--- config.mk ---
export PLATFORM = sky130hd
export DESIGN_NAME = lcd_watch_rtc_ampm_flat
export DESIGN_NICKNAME = d
export VERILOG_FILES = /design/src/rtl/lcd_watch_rtc_ampm_if.sv /design/src/rtl/lcd_watch_rtc_ampm.sv /design/src/flat_wrapper.sv
export SDC_FILE = /design/constraint.sdc
export NUM_CORES = 1
export LEC_CHECK = 0
export BUFFER_PORTS_ARGS = -buffer_cell sky130_fd_sc_hd__buf_2
export CORE_AREA = 3 3 115 73
export CTS_CLUSTER_SIZE = 14
export DETAILED_ROUTE_END_ITERATION = 16
export DIE_AREA = 0 0 118 76
export PLACE_DENSITY_LB_ADDON = 0.2
export SLEW_MARGIN = 20
export SYNTH_ARGS = -nofsm -noshare
export SYNTH_HDL_FRONTEND = slang
export SYNTH_SLANG_ARGS = --single-unit
--- constraint.sdc ---
create_clock -name CLK -period 7.95 [get_ports CLK]
set_clock_uncertainty 0.15 [all_clocks]
set_input_delay 1.59 -clock CLK [delete_from_list [all_inputs] [get_ports CLK]]
set_output_delay 1.59 -clock CLK [all_outputs]
set_load 0.02 [all_outputs]
--- src/rtl/lcd_watch_rtc_ampm_if.sv ---
// Interface bundling the watch core control inputs and display outputs.
// The master side drives run/mode/load controls; the slave side is the core.
interface lcd_watch_rtc_ampm_if;
   logic       RUN;
   logic       MODE_KEY;
   logic       LOAD;
   logic [4:0] SET_HOUR;
   logic [5:0] SET_MIN;
   logic [5:0] SET_SEC;
   logic [3:0] HOUR10;
   logic [3:0] HOUR1;
   logic [3:0] MIN10;
   logic [3:0] MIN1;
   logic [3:0] SEC10;
   logic [3:0] SEC1;
   logic       PM;
   logic       MODE24;
   logic       SEC_TICK;

   modport master (
      output RUN, MODE_KEY, LOAD, SET_HOUR, SET_MIN, SET_SEC,
      input  HOUR10, HOUR1, MIN10, MIN1, SEC10, SEC1, PM, MODE24, SEC_TICK
   );

   modport slave (
      input  RUN, MODE_KEY, LOAD, SET_HOUR, SET_MIN, SET_SEC,
      output HOUR10, HOUR1, MIN10, MIN1, SEC10, SEC1, PM, MODE24, SEC_TICK
   );
endinterface

--- src/rtl/lcd_watch_rtc_ampm.sv ---
// Time-of-day core for the LCD watch: prescaled sec/min/hour counters with
// synchronous load, key-toggled 12/24-hour format and registered BCD display.
module lcd_watch_rtc_ampm #(
   parameter int unsigned TICK_DIV   = 1000,
   parameter bit          MODE24_RST = 1'b0,
   parameter bit          ZERO_AS_12 = 1'b1
) (
   input logic                   CLK,
   input logic                   RESETN,
   lcd_watch_rtc_ampm_if.slave   bus
);

   localparam logic [15:0] TERM = 16'(TICK_DIV - 1);
   // Hour digits shown out of reset: internal hour 0 in the reset format.
   localparam logic [7:0]  RST_HOUR_BCD = (!MODE24_RST && ZERO_AS_12) ? 8'h12 : 8'h00;

   logic [15:0] presc_q, presc_d;
   logic [5:0]  sec_q, sec_d;
   logic [5:0]  min_q, min_d;
   logic [4:0]  hour_q, hour_d;
   logic        mode24_q, mode24_d;
   logic        key_q;
   logic        sec_tick_q, sec_tick_d;
   logic [7:0]  hour_bcd_q, hour_bcd_d;
   logic [7:0]  min_bcd_q, min_bcd_d;
   logic [7:0]  sec_bcd_q, sec_bcd_d;
   logic        pm_q, pm_d;
   logic        tick;

   // Hour value to display in the selected format.
   function automatic logic [4:0] disp_hour(input logic [4:0] h, input logic m24);
      if (m24)
         return h;
      if (h == 5'd0)
         return ZERO_AS_12 ? 5'd12 : 5'd0;
      if (h > 5'd12)
         return h - 5'd12;
      return h;
   endfunction

   // Binary 0..59 to packed {tens, ones} BCD.
   function automatic logic [7:0] to_bcd(input logic [5:0] v);
      logic [3:0] t;
      if (v >= 6'd50)      t = 4'd5;
      else if (v >= 6'd40) t = 4'd4;
      else if (v >= 6'd30) t = 4'd3;
      else if (v >= 6'd20) t = 4'd2;
      else if (v >= 6'd10) t = 4'd1;
      else                 t = 4'd0;
      return {t, 4'(v - 6'd10 * {2'b00, t})};
   endfunction

   // Prescaler, time counters, load and mode-key next state.
   always_comb begin
      tick       = bus.RUN && (presc_q == TERM);
      presc_d    = presc_q;
      sec_d      = sec_q;
      min_d      = min_q;
      hour_d     = hour_q;
      sec_tick_d = tick && !bus.LOAD;
      mode24_d   = mode24_q ^ (bus.MODE_KEY && !key_q);

      if (bus.LOAD) begin
         presc_d = '0;
         if (bus.SET_SEC  <= 6'd59) sec_d  = bus.SET_SEC;
         if (bus.SET_MIN  <= 6'd59) min_d  = bus.SET_MIN;
         if (bus.SET_HOUR <= 5'd23) hour_d = bus.SET_HOUR;
      end else begin
         if (bus.RUN)
            presc_d = tick ? '0 : presc_q + 16'd1;
         if (tick) begin
            if (sec_q == 6'd59) begin
               sec_d = '0;
               if (min_q == 6'd59) begin
                  min_d  = '0;
                  hour_d = (hour_q == 5'd23) ? '0 : hour_q + 5'd1;
               end else begin
                  min_d = min_q + 6'd1;
               end
            end else begin
               sec_d = sec_q + 6'd1;
            end
         end
      end
   end

   // Display conversion from the current counters and format.
   always_comb begin
      hour_bcd_d = to_bcd({1'b0, disp_hour(hour_q, mode24_q)});
      min_bcd_d  = to_bcd(min_q);
      sec_bcd_d  = to_bcd(sec_q);
      pm_d       = (hour_q >= 5'd12);
   end

   // State and display registers.
   always_ff @(posedge CLK or negedge RESETN) begin
      if (!RESETN) begin
         presc_q    <= '0;
         sec_q      <= '0;
         min_q      <= '0;
         hour_q     <= '0;
         mode24_q   <= MODE24_RST;
         key_q      <= 1'b0;
         sec_tick_q <= 1'b0;
         hour_bcd_q <= RST_HOUR_BCD;
         min_bcd_q  <= '0;
         sec_bcd_q  <= '0;
         pm_q       <= 1'b0;
      end else begin
         presc_q    <= presc_d;
         sec_q      <= sec_d;
         min_q      <= min_d;
         hour_q     <= hour_d;
         mode24_q   <= mode24_d;
         key_q      <= bus.MODE_KEY;
         sec_tick_q <= sec_tick_d;
         hour_bcd_q <= hour_bcd_d;
         min_bcd_q  <= min_bcd_d;
         sec_bcd_q  <= sec_bcd_d;
         pm_q       <= pm_d;
      end
   end

   assign bus.HOUR10   = hour_bcd_q[7:4];
   assign bus.HOUR1    = hour_bcd_q[3:0];
   assign bus.MIN10    = min_bcd_q[7:4];
   assign bus.MIN1     = min_bcd_q[3:0];
   assign bus.SEC10    = sec_bcd_q[7:4];
   assign bus.SEC1     = sec_bcd_q[3:0];
   assign bus.PM       = pm_q;
   assign bus.MODE24   = mode24_q;
   assign bus.SEC_TICK = sec_tick_q;

endmodule

--- src/flat_wrapper.sv ---
// flat-port wrapper written by rule: the top's interface ports become plain ports
module lcd_watch_rtc_ampm_flat 
#(
   parameter int unsigned TICK_DIV   = 1000,
   parameter bit          MODE24_RST = 1'b0,
   parameter bit          ZERO_AS_12 = 1'b1
)
  (CLK, RESETN, bus_RUN, bus_MODE_KEY, bus_LOAD, bus_SET_HOUR, bus_SET_MIN, bus_SET_SEC, bus_HOUR10, bus_HOUR1, bus_MIN10, bus_MIN1, bus_SEC10, bus_SEC1, bus_PM, bus_MODE24, bus_SEC_TICK);
  lcd_watch_rtc_ampm_if bus_i ();
  input logic CLK;
  input logic RESETN;
  input wire logic [$bits(bus_i.RUN)-1:0] bus_RUN;
  input wire logic [$bits(bus_i.MODE_KEY)-1:0] bus_MODE_KEY;
  input wire logic [$bits(bus_i.LOAD)-1:0] bus_LOAD;
  input wire logic [$bits(bus_i.SET_HOUR)-1:0] bus_SET_HOUR;
  input wire logic [$bits(bus_i.SET_MIN)-1:0] bus_SET_MIN;
  input wire logic [$bits(bus_i.SET_SEC)-1:0] bus_SET_SEC;
  output wire logic [$bits(bus_i.HOUR10)-1:0] bus_HOUR10;
  output wire logic [$bits(bus_i.HOUR1)-1:0] bus_HOUR1;
  output wire logic [$bits(bus_i.MIN10)-1:0] bus_MIN10;
  output wire logic [$bits(bus_i.MIN1)-1:0] bus_MIN1;
  output wire logic [$bits(bus_i.SEC10)-1:0] bus_SEC10;
  output wire logic [$bits(bus_i.SEC1)-1:0] bus_SEC1;
  output wire logic [$bits(bus_i.PM)-1:0] bus_PM;
  output wire logic [$bits(bus_i.MODE24)-1:0] bus_MODE24;
  output wire logic [$bits(bus_i.SEC_TICK)-1:0] bus_SEC_TICK;
  assign bus_i.RUN = bus_RUN;
  assign bus_i.MODE_KEY = bus_MODE_KEY;
  assign bus_i.LOAD = bus_LOAD;
  assign bus_i.SET_HOUR = bus_SET_HOUR;
  assign bus_i.SET_MIN = bus_SET_MIN;
  assign bus_i.SET_SEC = bus_SET_SEC;
  assign bus_HOUR10 = bus_i.HOUR10;
  assign bus_HOUR1 = bus_i.HOUR1;
  assign bus_MIN10 = bus_i.MIN10;
  assign bus_MIN1 = bus_i.MIN1;
  assign bus_SEC10 = bus_i.SEC10;
  assign bus_SEC1 = bus_i.SEC1;
  assign bus_PM = bus_i.PM;
  assign bus_MODE24 = bus_i.MODE24;
  assign bus_SEC_TICK = bus_i.SEC_TICK;
  lcd_watch_rtc_ampm #(.TICK_DIV(TICK_DIV), .MODE24_RST(MODE24_RST), .ZERO_AS_12(ZERO_AS_12)) u_core (.CLK(CLK), .RESETN(RESETN), .bus(bus_i));
endmodule
==> results.cfg, run 1 <==
[sta]
setup_tns_ns = 0
slew_violations = 0
layout_min_cycle_time_ns = 3.53
hold_viol = 0
rsz0062_at_grt = no
max_freq_mhz = 283
max_slew_margin_pct = 45.1
setup_viol = 0
min_period_over_period_pct = 44.4
tightest_slew_ns = 0.820

[worst_setup_path]
crit_end = u_core.min_q[0]$_DFFE_PN0P_
cpPeakStageDelay_ns = 0.57
critical_path_buf_inv_count = 1
worst-r2r-setup-slack_ns = 4.79
cp.required_ns = 7.98
cp_max_fo = 38
worstSetupStartpoint = bus_LOAD
cp-end-kind = flop
cp.depth = 5
reg2reg_depth = 11
critical_path.slowest_cell = a41o_1
crit_family = compound AO/OA/AOI/OAI gates
worstReg2RegStart = u_core.hour_q[2]$_DFFE_PN0P_
critPathKind = in -> reg
start_kind = input port
cp_cell_sequence = buf_2 -> a41o_1 -> o211ai_1 -> a211oi_1 -> a21oi_1
rr_endpoint = u_core.hour_bcd_q[3]$_DFF_PN0_
cp.arrival_ns = 3.56

[logic_synthesis]
synth-simple-area-share_pct = 18.4
ys_seq_elements = 57
ys_seq_area_share_pct = 43.0
synthMuxAreaShare_pct = 1.24
synth_compound_area_share_pct = 18.4
synth.avg_cell_area_um2 = 9.16
async_flop_share_pct = 100
synth.cell_area_um2 = 3330
synth_top_family_by_area = simple AND/OR/NAND/NOR gates
synth-edff-count = 0
post_synth_xor_area_fraction_pct = 5.00
yosysWarnings = 0
synthAdderAreaFrac_pct = 7.45
synth.distinct_cells = 64
ys.flop_type = dfrtp_1
synth_cells = 363

[power]
powerDensity_nw_per_um2 = 298
irDropWorstVdd_v = 0.000132
power_leakage_nw = 1.75

[clocking]
clk_pin_slew_ns = 0.05
insertion_delay_ns = 0.33
post_cts_buffers = 0
cts_sinks = 57
clock_path_buffers = 2
htree_levels = 3
postCtsHoldBufs = 0
cts_tree = yes
cts_inserted_buffers = 9
clock-root-buffer = clkbuf_16
post_cts_resized = 0

[grt]
overflow = 0
gr-usage-all-layers_pct = 16.8
grt_pass1_wl_um = 12200
grt_max_degree = 58
first_global_vias = 2524
antenna_found_initial = 0

[placement]
dp_hpwl_um = 4930
gp_congestion = 0.804
port_buffers = 44
place_area_um2 = 3570

[layout]
syn2layout_area_growth_pct = 15.8
multi_input_area_um2 = 1690
nets = 439
regArea_um2 = 1430
fillCellCount = 702
diodes = 0
layout-drive-gt1-share_pct = 17.6
layout_common_cells = 55 x dfrtp_1, 44 x buf_2, 37 x nor2_1
design_area_um2 = 3850
layout_commonest_cell = dfrtp_1

[detailed_routing]
drtIter0Drc = 237
vias = 2657
avgRoutedWirePerCell_um = 14.0
antenna_left = 0
viasPerCell = 5.23
drtPass1Iterations = 4
drc = 0
wl_um = 7140

[floorplanning]
ios = 49
rows = 24
die_y_um = 76
die_x_um = 118
core_region_area_um2 = 7300
initial_core_util_pct = 45.6
dieArea_um2 = 8970

[worst_hold_path]
holdPathStages = 0
min_path_type = reg -> reg
hp-start = u_core.sec_q[0]$_DFFE_PN0P_

[run_status]
status = complete, no violations

[job]
cap_violations = 0
power by group:
group / switching (W) / total [W] / internal (W)
Combinational: 0.000218 / 0.000366 / 0.000147
Sequential: 0.0000661 / 0.000427 / 0.000361
Clock: 0.000129 / 0.000355 / 0.000226
Total: 0.000414 / 0.00115 / 0.000734
area by class of cell:
class,instances,area share (%)
Clock buffer,13,6.76
Tap cell,104,3.38
Clock inverter,3,0.390
Inverter,25,2.44
Timing Repair Buffer,45,5.91
Multi-Input combinational cell,261,44.0
Sequential cell,57,37.1
through the flow:
stage                     std cells  hold slack (ns)  utilization (%)  total power [W]  setup slack, ns
after floorplan                 366            0.263                -         0.000697             5.00
after global placement          492            0.300             49.0         0.000788             4.10
after detailed placement        492            0.301             49.0         0.000799             4.03
after CTS                       508            0.320             52.8          0.00116             4.39
after global routing            508            0.344             52.8          0.00123             4.11
final                           508            0.310             52.8          0.00115             4.42
per-layer routing:
metal	part of all wire (%)	global-route usage [%]	up-vias
li1	-	-	1336
met2	43	24.3	71
met3	5.6	4.67	12
met5	0	0	-
met1	50	23.4	1238
met4	1.7	7.49	0
sequential cells by signal, indices dropped and copies added (netlist names):
| signal | flops |
|---|---|
| u_core.bus.PM | 1 |
| u_core.hour_q | 5 |
| u_core.min_bcd_q | 7 |
| u_core.min_q | 6 |
| u_core.presc_q | 16 |
| u_core.bus.MODE24 | 1 |
| u_core.bus.SEC_TICK | 1 |
| u_core.sec_bcd_q | 7 |
| u_core.key_q | 1 |
| u_core.hour_bcd_q | 6 |
| u_core.sec_q | 6 |
kinds of logic after synthesis:
| logic type | count (synthesis) |
|---|---|
| buffers and inverters | 48 |
| adder cells (fa/ha/maj) | 18 |
| flip-flops | 57 |
| other | 1 |
| AND/OR/NAND/NOR | 120 |
| multiplexers | 4 |
| AO/OA/AOI/OAI | 96 |
| XOR/XNOR | 19 |
cell usage after synthesis (3+ instances only):
master / count / share of area, %
a211oi_1: 3 / 0.68
a21oi_1: 24 / 3.6
a22oi_1: 5 / 1.1
a31oi_1: 3 / 0.56
and3_1: 4 / 0.75
buf_2: 6 / 0.90
buf_4: 5 / 1.1
clkbuf_1: 9 / 1.0
dfrtp_1: 55 / 41
fa_1: 3 / 1.8
ha_1: 15 / 5.6
inv_1: 25 / 2.8
mux2i_1: 3 / 0.90
nand2_1: 30 / 3.4
nand2b_1: 3 / 0.56
nand3_1: 11 / 1.7
nor2_1: 37 / 4.2
nor2b_1: 3 / 0.56
nor3_1: 6 / 0.90
nor3b_1: 4 / 0.90
nor4_1: 3 / 0.56
o211ai_1: 3 / 0.68
o21ai_0: 27 / 4.1
o21ai_1: 4 / 0.60
or3_1: 4 / 0.75
xnor2_1: 12 / 3.2
xor2_1: 7 / 1.8
how the worst min path moves through the flow:
stage	to	slack, ns
2_1_floorplan	u_core.min_bcd_q[0]$_DFF_PN0_	0.26
3_3_place_gp	u_core.sec_bcd_q[0]$_DFF_PN0_	0.30
3_5_place_dp	u_core.min_bcd_q[0]$_DFF_PN0_	0.30
4_1_cts	u_core.min_bcd_q[0]$_DFF_PN0_	0.32
5_1_grt	u_core.min_bcd_q[0]$_DFF_PN0_	0.34
6_report	u_core.sec_bcd_q[0]$_DFF_PN0_	0.31
Power figures use the tool's default switching activity.
==> run 2, diff against run 1 <==
--- a/config.mk
+++ b/config.mk
@@ -5,6 +5,7 @@
 export SDC_FILE = /design/constraint.sdc
 export NUM_CORES = 1
 export LEC_CHECK = 0
+export ABC_AREA = 1
 export BUFFER_PORTS_ARGS = -buffer_cell sky130_fd_sc_hd__buf_2
 export CORE_AREA = 3 3 115 73
 export CTS_CLUSTER_SIZE = 14
==> constraint.sdc (replaced) <==
create_clock -name CLK -period 3.2 [get_ports CLK]
set_clock_uncertainty 0.15 [all_clocks]
set_input_delay 0.64 -clock CLK [delete_from_list [all_inputs] [get_ports CLK]]
set_output_delay 0.64 -clock CLK [all_outputs]
set_load 0.02 [all_outputs]
==> run 2 against run 1 <==
Clock power rose to 3.1 times the previous value. First-iteration DRC count down 31%. Synthesized cell count up 8.0%. Combinational power up 150%. Routed wire length up 3.1%. Cell area up 3.1%. Register-to-register slack worse by 4.3 ns. Largest power group is now clock. Highest routed layer unchanged.
==> results.cfg, run 2 <==
[run_status]
status = complete, no violations

[placement]
dp_hpwl_um = 5470
placed_cells = 535
port_buffers = 44
gp_congestion = 0.865

[logic_synthesis]
ys_seq_area_share_pct = 43.3
async_flop_share_pct = 100
ys.flop_type = dfrtp_1
synth_cells = 392
synth_commonest_cells = 72 x nand2_1, 55 x dfrtp_1, 50 x inv_1
yosysWarnings = 0
synthTopCellsByArea = dfrtp_1 42%, nand2_1 8.2%, ha_1 5.7%, inv_1 5.7%, xor2_1 4.0%
yosysTopAreaCellShare_pct = 41.7
yosysMostFrequentCell = nand2_1
synth.cell_area_um2 = 3300
synth.avg_cell_area_um2 = 8.42
synth-edff-count = 0
ys_seq_elements = 57
yosysTopAreaCell = dfrtp_1
synth.distinct_cells = 43

[layout]
post-route-util_pct = 54.4
finalNonFillerCells = 551
layout-drive-gt1-share_pct = 21.5
nets = 482
largest_reg_flops = 16
layout_common_cells = 72 x nand2_1, 55 x dfrtp_1, 50 x inv_1
regMostFlops = u_core.presc_q
largest_registers = u_core.presc_q (16), u_core.min_bcd_q (7), u_core.sec_bcd_q (7)
syn2layout_area_growth_pct = 20.2
layout_commonest_cell = nand2_1
diodes = 0

[sta]
setup_tns_ns = 0
setup_viol = 0
tightest_slew_ns = 0.690
hold_viol = 0
slew_violations = 0
max_freq_mhz = 375
max_slew_margin_pct = 54.0
layout_min_cycle_time_ns = 2.67
min_period_over_period_pct = 83.3
rsz0062_at_grt = no

[grt]
gr-usage-all-layers_pct = 17.9
overflow = 0
grt_pass1_wl_um = 13200
first_global_vias = 2762
grt_use_met3_pct = 5.34
grtUsageMet2_pct = 27.2
busiest_layer = met2
antenna_found_initial = 0
use_met1_pct = 25.1
grt_max_degree = 30

[clocking]
post_cts_resized = 0
clk_pin_slew_ns = 0.05
htree_levels = 3
postCtsHoldBufs = 0
cts_tree = yes
post_cts_buffers = 0
insertion_delay_ns = 0.33
clock-root-buffer = clkbuf_16
clock_path_buffers = 2
cts_inserted_buffers = 9
cts_sinks = 57

[worst_setup_path]
cp.required_ns = 3.31
critPathKind = reg -> reg
cp-end-kind = flop
start_kind = flop
cp_max_fo = 8
reg2reg_depth = 15
cp.arrival_ns = 2.78

[detailed_routing]
viasPerCell = 4.93
drtPass1Iterations = 4
antenna_left = 0
drc = 0
drtIter0Drc = 163
wl_um = 7360
vias = 2718
avgRoutedWirePerCell_um = 13.4

[floorplanning]
die_y_um = 76
core_region_area_um2 = 7300
initial_core_util_pct = 45.3
ios = 49
die_x_um = 118
dieArea_um2 = 8970
rows = 24

[power]
irDropWorstVdd_v = 0.000441
powerDensity_nw_per_um2 = 759
power_leakage_nw = 1.96
report.power.total_w = 0.00301

[job]
cap_violations = 0

[worst_hold_path]
min_path_type = in -> async
-- run 2: worst max-delay path, cell delays in order (launching register included) --
cell	delay, ns
dfrtp_1	0.48
inv_1	0.11
ha_1	0.20
nand3_1	0.12
nor2_1	0.09
inv_2	0.08
nand3_1	0.15
nor2_1	0.15
nand2_1	0.10
nand3_1	0.15
ha_1	0.19
inv_1	0.05
fa_1	0.38
inv_1	0.07
nand3_1	0.07
nand2_1	0.07
-- run 2: path summary, 6_finish.rpt --
check	from	endpoint	slack, ns
max	u_core.hour_q[2]$_DFFE_PN0P_	u_core.hour_bcd_q[3]$_DFF_PN0_	0.53
min	RESETN	u_core.presc_q[1]$_DFFE_PN0P_	0.21
max reg2reg	u_core.hour_q[2]$_DFFE_PN0P_	u_core.hour_bcd_q[3]$_DFF_PN0_	0.53
min reg2reg	u_core.min_q[0]$_DFFE_PN0P_	u_core.min_bcd_q[0]$_DFF_PN0_	0.33
max in group asynchronous	RESETN	u_core.hour_bcd_q[4]$_DFF_PN1_	2.03
min in group CLK	bus_MODE_KEY	u_core.key_q$_DFF_PN0_	0.28
-- run 2: layer usage --
metal	vias to the layer above	part of all wire (%)
met5	-	0
met4	0	0.84
li1	1366	-
met1	1261	50
met3	9	6.2
met2	82	43
-- run 2: report_power, final --
| part | internal [W] | switching (W) | total [W] | leakage, nW |
|---|---|---|---|---|
| clock | 0.000779 | 0.000327 | 0.00111 | 0.166 |
| sequential | 0.000893 | 0.000110 | 0.00100 | 0.716 |
| combinational | 0.000318 | 0.000585 | 0.000903 | 1.08 |
-- run 2: area by class of cell --
type	count	area (um^2)
clock buffers	11	243
repair buffers	46	248
inverters	59	223
flip-flops and latches	57	1430
well taps	104	130
multi-input cells	269	1590
clock inverters	5	103
fillers	716	3330
-- run 2: cell families after synthesis --
group | count (synthesis) | share of synthesized area [%]
DFF | 57 | 43.3
other | 1 | 0.114
buffers and inverters | 69 | 8.79
adders and majority gates | 18 | 7.50
muxes | 1 | 0.303
xor gates and xnor gates | 20 | 5.31
and+or+nand+nor | 166 | 24.1
AOI/OAI and AO/OA | 60 | 10.6
-- run 2: per-stage QoR --
step	cell area [um^2]	hold WS [ns]	setup slack [ns]
6_report	3970	0.206	0.535
5_1_grt	3970	0.271	0.228
4_1_cts	3970	0.239	0.547
3_5_place_dp	3620	0.323	0.590
3_3_place_gp	3620	0.299	0.735
2_1_floorplan	3310	0.194	0.897
==> run 3, diff against run 2 <==
==> constraint.sdc (replaced) <==
create_clock -name CLK -period 2.55 [get_ports CLK]
set_clock_uncertainty 0.15 [all_clocks]
set_input_delay 0.51 -clock CLK [delete_from_list [all_inputs] [get_ports CLK]]
set_output_delay 0.51 -clock CLK [all_outputs]
set_load 0.02 [all_outputs]
==> run 3 against run 2 <==
Clock power up 25%. Power increased by 29%. Flip-flop and latch count stayed put. Via count increased by 0.74%. Combinational power rose by 38%. Worst hold slack got worse by 0.19 ns. Setup slack worse by 0.41 ns.
==> results.cfg, run 3 (synthesis gave the netlist of run 2 again) <==
[run_status]
status = complete, no violations

[worst_setup_path]
reg2reg_depth = 14
start_kind = flop
critical_path.slowest_cell = dfrtp_2
crit_family = simple AND/OR/NAND/NOR gates
cp.required_ns = 2.67
worstReg2RegStart = u_core.hour_q[2]$_DFFE_PN0P_
critical_path_buf_inv_count = 2
critPathKind = reg -> reg
cp.depth = 14
rr_endpoint = u_core.hour_bcd_q[3]$_DFF_PN0_
crit_end = u_core.hour_bcd_q[3]$_DFF_PN0_
cp_max_fo = 5
cp.arrival_ns = 2.54
worst-r2r-setup-slack_ns = 0.13
cpPeakStageDelay_ns = 0.45
cp-end-kind = flop
cp_cell_sequence = ha_2 -> nand3_2 -> nand3_2 -> nand2_1 -> nand3_4 -> nor2_2 -> nand2_2 -> nand3_2 -> ha_1 -> inv_1 -> fa_1 -> inv_1 -> nand3_1 -> nand2_1
crit_path_frequent_cell = nand3_2
worstSetupStartpoint = u_core.hour_q[2]$_DFFE_PN0P_

[detailed_routing]
antenna_left = 0
viasPerCell = 4.89
vias = 2738
drtIter0Drc = 159
drtPass1Iterations = 4
avgRoutedWirePerCell_um = 13.4
drc = 0
wl_um = 7500

[placement]
port_buffers = 44
gp_congestion = 0.882
dp_hpwl_um = 5580
placed_cells = 543
place_ws_ns = 0.0293

[power]
report.power.total_w = 0.00389
power_leakage_nw = 2.01
irDropWorstVdd_v = 0.000454
powerDensity_nw_per_um2 = 944

[floorplanning]
die_x_um = 118
dieArea_um2 = 8970
ios = 49
die_y_um = 76
rows = 24
core_region_area_um2 = 7300
initial_core_util_pct = 45.3

[clocking]
cts_tree = yes
cts_inserted_buffers = 9
clock_path_buffers = 2
insertion_delay_ns = 0.33
postCtsHoldBufs = 0
cts_sinks = 57
clock-root-buffer = clkbuf_16
htree_levels = 3
clk_pin_slew_ns = 0.05

[layout]
largest_registers = u_core.presc_q (16), u_core.min_bcd_q (7), u_core.sec_bcd_q (7)
nets = 491
regMostFlops = u_core.presc_q
finalNonFillerCells = 560
largest_reg_flops = 16
layout_common_cells = 70 x nand2_1, 52 x dfrtp_1, 48 x inv_1
diodes = 0
layout_commonest_cell = nand2_1
post-route-util_pct = 56.5
layout-drive-gt1-share_pct = 27.4
syn2layout_area_growth_pct = 24.8

[sta]
fin_ws_ns = 0.129
min_period_over_period_pct = 95.0
setup_tns_ns = 0
max_slew_margin_pct = 63.0
hold_viol = 0
setup_viol = 0
slew_violations = 0
max_freq_mhz = 413
tightest_slew_ns = 0.555
layout_min_cycle_time_ns = 2.42

[grt]
grt_max_degree = 25
gr-usage-all-layers_pct = 17.9
grt_pass1_wl_um = 13000
first_global_vias = 2683
overflow = 0
antenna_found_initial = 0

[worst_hold_path]
min_path_type = in -> async

[job]
cap_violations = 0
==> run 3: changes by cell type in the layout (fill, tap and decap cells not counted), moves of 3 or more <==
cell     change
nor2_2       +3
nand3_1      -6
dfrtp_2      +3
nand3_2      +5
dfrtp_1      -3
nor2_1       -3
buf_4        +9
==> run 3: worst reg2reg max path, stage by stage, from the launching register on <==
cell,delay [ns]
dfrtp_2,0.45
ha_2,0.23
nand3_2,0.11
nand3_2,0.11
nand2_1,0.14
nand3_4,0.11
nor2_2,0.14
nand2_2,0.08
nand3_2,0.08
ha_1,0.14
inv_1,0.05
fa_1,0.39
inv_1,0.07
nand3_1,0.07
nand2_1,0.06
==> run 3: layer usage <==
layer  vias up  part of all wire, %  global-route usage [%]
met4         0                  1.5                    5.73
met5         -                    0                       0
met3        12                  6.0                    5.42
met1      1271                   50                    26.3
li1       1384                    -                       -
met2        71                   42                    25.2
==> run 3: how the worst min path moves through the flow <==
stage,from,end,slack (ns)
after detailed placement,u_core.sec_q[0]$_DFFE_PN0P_,u_core.sec_bcd_q[0]$_DFF_PN0_,0.30
after global placement,u_core.sec_q[0]$_DFFE_PN0P_,u_core.sec_bcd_q[0]$_DFF_PN0_,0.28
after global routing,RESETN,u_core.presc_q[4]$_DFFE_PN0P_,0.06
after floorplan,RESETN,u_core.bus.MODE24$_DFF_PN0_,0.06
final,RESETN,u_core.presc_q[4]$_DFFE_PN0P_,0.01
after CTS,RESETN,u_core.presc_q[4]$_DFFE_PN0P_,0.03
==> run 3: power by group <==
part / leakage [nW] / switching, W / total (W) / internal [W]
Combinational: 1.13 / 0.000795 / 0.00125 / 0.000454
Sequential: 0.712 / 0.000125 / 0.00125 / 0.00112
Clock: 0.162 / 0.000439 / 0.00139 / 0.000953
==> run 3: layout make-up <==
type / count / area (um^2)
Clock inverter: 7 / 119
Inverter: 59 / 223
Sequential cell: 57 / 1430
Multi-Input combinational cell: 269 / 1680
Tap cell: 104 / 130
Fill cell: 660 / 3180
Timing Repair Buffer: 55 / 315
Clock buffer: 9 / 225
==> run 3: what timing repair did <==
item,CTS,global route
gates resized for setup,0,24
endpoints found under the setup margin,0,3
buffers inserted,0,1
==> run 3: through the flow <==
stage	area (um^2)	hold WS, ns
floorplan	3310	0.0644
global placement	3680	0.277
detailed placement	3680	0.295
CTS	4030	0.0335
global route	4120	0.0581
finish	4120	0.0145
